### src/rtl/mem_stage_sram_ctrl_if.sv
// Memory-stage bus bundle: pipeline-side request/stall signals plus the
// external single-port SRAM signals.
//   slave  : memory-stage controller (consumes requests, drives SRAM)
//   master : pipeline + SRAM side (issues requests, returns read data)
// Signals:
//   memReadEn/memWriteEn  load/store request from EXE/MEM register
//   resultALU             byte address, valRm store data
//   freeze                stall upstream stages (combinational)
//   memResult/memDone     load data (registered) and completion pulse
//   sramAddr/sramWrData   SRAM word address / write data (registered)
//   sramRdData            SRAM read data
//   sramWeN               SRAM write enable, active-low
interface mem_stage_sram_ctrl_if #(
   parameter int unsigned ADDR_W = 16
);
   logic              memReadEn;
   logic              memWriteEn;
   logic [31:0]       resultALU;
   logic [31:0]       valRm;
   logic              freeze;
   logic [31:0]       memResult;
   logic              memDone;
   logic [ADDR_W-1:0] sramAddr;
   logic [31:0]       sramWrData;
   logic [31:0]       sramRdData;
   logic              sramWeN;

   modport slave (
      input  memReadEn, memWriteEn, resultALU, valRm, sramRdData,
      output freeze, memResult, memDone, sramAddr, sramWrData, sramWeN
   );

   modport master (
      output memReadEn, memWriteEn, resultALU, valRm, sramRdData,
      input  freeze, memResult, memDone, sramAddr, sramWrData, sramWeN
   );
endinterface

### src/rtl/mem_stage_sram_ctrl.sv
// Memory stage of the 5-stage ARM pipeline. Performs multi-cycle word
// accesses to an external single-port SRAM and stalls upstream stages
// (freeze) while an access is in flight.
// Ports:
//   clk  rising-edge clock
//   rst  synchronous, active-high reset
//   bus  mem_stage_sram_ctrl_if.slave (request, stall, SRAM signals)
// Sequence per access: IDLE (request seen, address latched) ->
// WAIT_CYCLES x BUSY -> DONE (memDone pulse, freeze low) -> IDLE.
module mem_stage_sram_ctrl #(
   parameter int unsigned BASE_ADDR   = 1024,
   parameter int unsigned WAIT_CYCLES = 5,
   parameter int unsigned ADDR_W      = 16
) (
   input logic                    clk,
   input logic                    rst,
   mem_stage_sram_ctrl_if.slave   bus
);
   localparam int unsigned CNT_W = (WAIT_CYCLES > 1) ? $clog2(WAIT_CYCLES) : 1;
   localparam logic [CNT_W-1:0] LAST_CNT = CNT_W'(WAIT_CYCLES - 1);

   typedef enum logic [1:0] {
      IDLE = 2'd0,
      BUSY = 2'd1,
      DONE = 2'd2
   } state_t;

   state_t           state;
   state_t           stateNext;
   logic [CNT_W-1:0] cnt;
   logic             isWrite;
   logic             req;
   logic             lastCnt;

   assign req     = bus.memReadEn | bus.memWriteEn;
   assign lastCnt = (cnt == LAST_CNT);

   // State register
   always_ff @(posedge clk) begin
      if (rst) state <= IDLE;
      else     state <= stateNext;
   end

   // Next-state logic
   always_comb begin
      stateNext = state;
      case (state)
         IDLE:    if (req) stateNext = BUSY;
         BUSY:    if (lastCnt) stateNext = DONE;
         DONE:    stateNext = IDLE;
         default: stateNext = IDLE;
      endcase
   end

   // Combinational outputs; freeze drops in DONE so the pipeline advances
   // at the end of the completion cycle.
   always_comb begin
      bus.freeze  = req && (state != DONE);
      bus.memDone = (state == DONE);
   end

   // Registered datapath and SRAM interface
   always_ff @(posedge clk) begin
      if (rst) begin
         cnt            <= '0;
         isWrite        <= 1'b0;
         bus.memResult  <= '0;
         bus.sramAddr   <= '0;
         bus.sramWrData <= '0;
         bus.sramWeN    <= 1'b1;
      end else begin
         case (state)
            IDLE: begin
               if (req) begin
                  // Both enables high resolves to a store.
                  isWrite        <= bus.memWriteEn;
                  bus.sramWeN    <= ~bus.memWriteEn;
                  bus.sramAddr   <= ADDR_W'((bus.resultALU - 32'(BASE_ADDR)) >> 2);
                  bus.sramWrData <= bus.valRm;
                  cnt            <= '0;
               end
            end
            BUSY: begin
               cnt <= cnt + 1'b1;
               if (lastCnt) begin
                  if (!isWrite) bus.memResult <= bus.sramRdData;
                  bus.sramWeN <= 1'b1;
               end
            end
            default: ;
         endcase
      end
   end
endmodule

### src/flat_wrapper.sv
// flat-port wrapper written by rule: the top's interface ports become plain ports
module mem_stage_sram_ctrl_flat 
#(
   parameter int unsigned BASE_ADDR   = 1024,
   parameter int unsigned WAIT_CYCLES = 5,
   parameter int unsigned ADDR_W      = 16
)
  (clk, rst, bus_memReadEn, bus_memWriteEn, bus_resultALU, bus_valRm, bus_sramRdData, bus_freeze, bus_memResult, bus_memDone, bus_sramAddr, bus_sramWrData, bus_sramWeN);
  mem_stage_sram_ctrl_if #(.ADDR_W(ADDR_W)) bus_i ();
  input logic clk;
  input logic rst;
  input wire logic [$bits(bus_i.memReadEn)-1:0] bus_memReadEn;
  input wire logic [$bits(bus_i.memWriteEn)-1:0] bus_memWriteEn;
  input wire logic [$bits(bus_i.resultALU)-1:0] bus_resultALU;
  input wire logic [$bits(bus_i.valRm)-1:0] bus_valRm;
  input wire logic [$bits(bus_i.sramRdData)-1:0] bus_sramRdData;
  output wire logic [$bits(bus_i.freeze)-1:0] bus_freeze;
  output wire logic [$bits(bus_i.memResult)-1:0] bus_memResult;
  output wire logic [$bits(bus_i.memDone)-1:0] bus_memDone;
  output wire logic [$bits(bus_i.sramAddr)-1:0] bus_sramAddr;
  output wire logic [$bits(bus_i.sramWrData)-1:0] bus_sramWrData;
  output wire logic [$bits(bus_i.sramWeN)-1:0] bus_sramWeN;
  assign bus_i.memReadEn = bus_memReadEn;
  assign bus_i.memWriteEn = bus_memWriteEn;
  assign bus_i.resultALU = bus_resultALU;
  assign bus_i.valRm = bus_valRm;
  assign bus_i.sramRdData = bus_sramRdData;
  assign bus_freeze = bus_i.freeze;
  assign bus_memResult = bus_i.memResult;
  assign bus_memDone = bus_i.memDone;
  assign bus_sramAddr = bus_i.sramAddr;
  assign bus_sramWrData = bus_i.sramWrData;
  assign bus_sramWeN = bus_i.sramWeN;
  mem_stage_sram_ctrl #(.BASE_ADDR(BASE_ADDR), .WAIT_CYCLES(WAIT_CYCLES), .ADDR_W(ADDR_W)) u_core (.clk(clk), .rst(rst), .bus(bus_i));
endmodule
### config.mk
export PLATFORM = sky130hd
export DESIGN_NAME = mem_stage_sram_ctrl_flat
export DESIGN_NICKNAME = d
export VERILOG_FILES = /design/src/rtl/mem_stage_sram_ctrl_if.sv /design/src/rtl/mem_stage_sram_ctrl.sv /design/src/flat_wrapper.sv
export SDC_FILE = /design/constraint.sdc
export NUM_CORES = 1
export LEC_CHECK = 0
export ABC_AREA = 1
export CAP_MARGIN = 20
export CORE_UTILIZATION = 39
export CTS_BUF_LIST = sky130_fd_sc_hd__clkbuf_8
export CTS_CLUSTER_SIZE = 24
export DETAILED_ROUTE_END_ITERATION = 8
export PLACE_DENSITY = 0.81
export SLEW_MARGIN = 20
export SYNTH_ARGS = -nofsm -noshare
export SYNTH_HDL_FRONTEND = slang
export SYNTH_SLANG_ARGS = --single-unit
### constraint.sdc
create_clock -name clk -period 1.4 [get_ports clk]
set_input_delay 0.21 -clock clk [delete_from_list [all_inputs] [get_ports clk]]
set_output_delay 0.21 -clock clk [all_outputs]
set_load 0.02 [all_outputs]
==> impl_metrics.env <==
export IMPL_reg2reg_from="u_core.state[1]$_SDFFE_PP0P_"
export IMPL_drtIter0Drc=90
export IMPL_dr_pass1_iters=4
export IMPL_setup_tns_final_ns=0
export IMPL_grt_overflow=0
export IMPL_die_w_um=93.4
export IMPL_startpoint_type="register"
export IMPL_numCtsBuffers=9
export IMPL_rows=32
export IMPL_critPathTopFamily="simple AND/OR/NAND/NOR gates"
export IMPL_netlist_top_cells_area="dfxtp_1 (53%), nor2_1 (19%), o21ai_0 (11%), nand2_1 (2.4%), inv_1 (2.1%)"
export IMPL_cts_sinks=87
export IMPL_syn2layout_area_growth_pct=62.8
export IMPL_outcome="finished, final reports clean"
export IMPL_routed_wl_mm=9.47
export IMPL_antenna_cells=0
export IMPL_crit_required_ns=1.63
export IMPL_drive_above_1_share=0.102
export IMPL_vdd_drop_max_uv=621
export IMPL_critPathKind="register to register"
export IMPL_crit_buf_inv=3
export IMPL_final_util=0.672
export IMPL_place_congestion=0.861
export IMPL_synthesis_nets=532
export IMPL_worst_pin_slew_ns=0.261
export IMPL_r2r_setup_slack_ns=0.04
export IMPL_max_freq_mhz=734
export IMPL_grt_first_pass_wirelength_mm=14.5
export IMPL_fp_dieH_um=93.4
export IMPL_netlist_instances=429
export IMPL_p_leak_nw=2.50
export IMPL_port_buffers=166
export IMPL_relSlewSlack=0.827
export IMPL_cp_max_fo=16
export IMPL_synth_top_area_cell="dfxtp_1"
export IMPL_fin_nets=706
export IMPL_dp_hpwl_mm=6.72
export IMPL_slowest_stage="dfxtp_2"
export IMPL_min_period_over_period=0.973
export IMPL_rr_worst_depth=8
export IMPL_cts_max_path_buffers=2
export IMPL_holdWs_ns=0.458
export IMPL_avgSynthCellArea_um2=7.59
export IMPL_synth_seq_cells=87
export IMPL_grt_max_degree=43
export IMPL_grt_pass1_vias=3202
export IMPL_htreeDepth=3
export IMPL_synth_top_area_share=0.535
export IMPL_crit_chain="buf_4 -> nor2_4 -> inv_2 -> nor2_4 -> nand2_4 -> buf_12 -> o21ai_1 -> nor2_1"
export IMPL_pin_count=183
export IMPL_period_needed_ns=1.36
export IMPL_antenna_found_initial=0
export IMPL_yosysWarnings=0
export IMPL_gr_usage_all_layers=0.211
export IMPL_rsz0062_at_grt="yes"
export IMPL_ant_nets=0
export IMPL_wl_per_cell_um=13.3
export IMPL_drv_cap=0
export IMPL_cp_common_cell="nor2_4"
export IMPL_min_to="u_core.bus.sramAddr[14]$_SDFFE_PP0P_"
export IMPL_fin_worst_skew_ns=0.00924
export IMPL_r2r_end="u_core.bus.memResult[7]$_SDFFE_PP0P_"
export IMPL_endpoint_kind="register"
export IMPL_setup_viol=0
export IMPL_cts_setup_buffers=0
export IMPL_synth_cell_types=22
export IMPL_slew_violations=0
export IMPL_cpPeakStageDelay_ns=0.33
export IMPL_finalHoldViolCount=0
export IMPL_die_area_um2=8720
export IMPL_ys_seq_area_frac=0.535
export IMPL_via_per_inst=4.77
export IMPL_start_util=0.413
export IMPL_clkLatencyLatePin_ns=0.34
export IMPL_cellPowerDensity_nw_per_um2=1040
export IMPL_coreArea_um2=7890
export IMPL_cts_root_buffer="clkbuf_8"
export IMPL_final_common_cell="nor2_1"
export IMPL_cts_tree="yes"
export IMPL_clkTransAtPathRegs_ns=0.09
export IMPL_worst_hold_path_num_cells=3
export IMPL_cp_arrival_ns=1.60
export IMPL_hp_class="primary input to register"
export IMPL_hp_start="bus_resultALU[16]"
export IMPL_power_total_mw=5.52
export IMPL_drc_errors=0
export IMPL_syn_area_um2=3260
export IMPL_vias=3386
export IMPL_mostFrequentLayoutCells="nor2_1 (161), dfxtp_1 (84), clkdlybuf4s50_1 (83), dlygate4sd2_1 (81), o21ai_0 (56)"
[layer usage]
layer  GRT usage  part of all wire  wire length, um
met3      0.0772             0.088              831
met4      0.0564            0.0094               89
met1       0.224              0.39             3690
met5           0                 0                0
met2       0.392              0.51             4860
[report_power, final]
part           internal, mW  switching, mW  total, mW
clock network         0.831          0.887       1.72
registers              2.63         0.0705       2.70
logic                 0.521          0.586       1.11
total                  3.98           1.54       5.52
[through the flow]
stage	area (um^2)	cells	worst slack (ns)
finish	5300	710	0.0372
global route	5300	710	-0.0210
CTS	5220	708	0.00310
detailed placement	5120	692	-0.277
global placement	5120	692	-0.237
floorplan	3260	429	0.109
[cells by family (layout without fill, tap and decap cells)]
group	count (synthesis)	count (layout)	synth area share
and+or+nand+nor	200	200	0.241
AOI/OAI and AO/OA	90	90	0.140
DFF	87	87	0.535
buffers and inverters	48	227	0.0703
adders and majority gates	3	3	0.0115
xor gates and xnor gates	1	1	0.00269
[cells in the mapped netlist]
| cell type | instances |
|---|---|
| nor2_1 | 167 |
| dfxtp_1 | 87 |
| o21ai_0 | 72 |
| nand2_1 | 21 |
| inv_1 | 18 |
| clkbuf_1 | 10 |
| o21ai_1 | 10 |
| a21oi_1 | 7 |
| buf_2 | 7 |
| nand3_1 | 7 |
| buf_4 | 4 |
| inv_2 | 4 |
| buf_6 | 3 |
| ha_1 | 3 |
| nor2_4 | 2 |
| clkbuf_2 | 1 |
| clkinv_2 | 1 |
| nand2_2 | 1 |
| nor3_1 | 1 |
| nor3_2 | 1 |
| o21ai_2 | 1 |
| xor2_1 | 1 |
[registers in the layout, indices dropped and copies added, names as in the netlist]
name,flops
u_core.bus.sramWeN,1
u_core.bus.memResult,32
u_core.isWrite,1
u_core.cnt,3
u_core.bus.sramWrData,32
u_core.state,2
u_core.bus.sramAddr,16
[how the worst max path moves through the flow]
stage	start	endpoint	slack [ns]	cells past startpoint
after detailed placement	bus_memWriteEn	bus_freeze	-0.28	4
final	u_core.state[1]$_SDFFE_PP0P_	u_core.bus.memResult[7]$_SDFFE_PP0P_	0.04	8
after floorplan	u_core.cnt[0]$_SDFFE_PP0P_	u_core.bus.memResult[21]$_SDFFE_PP0P_	0.11	9
after CTS	u_core.cnt[0]$_SDFFE_PP0P_	u_core.bus.memResult[0]$_SDFFE_PP0P_	0.003	8
after global placement	bus_memWriteEn	bus_freeze	-0.24	4
after global routing	bus_memWriteEn	u_core.cnt[1]$_SDFFE_PP0P_	-0.02	8
[area by class of cell]
class	instances	area [um^2]
clock buffer	9	124
clock inverter	7	72.6
fill	680	2590
inverter	23	88.8
multi-input combinational	294	1320
sequential	87	1750
tap	102	128
timing repair buffer	188	1820
[worst reg2reg max path, stage by stage (launching register included)]
cell and delay, ns:
dfxtp_2 0.33, buf_4 0.13, nor2_4 0.11, inv_2 0.06
nor2_4 0.13, nand2_4 0.10, buf_12 0.16, o21ai_1 0.17
nor2_1 0.06
[what timing repair did]
item,CTS,global route
gates resized for setup,92,28
setup endpoints to repair,91,40
hold buffers,0,0
cloned,0,2
pin swaps,0,1
No activity file was read; power rests on OpenSTA's default activity.
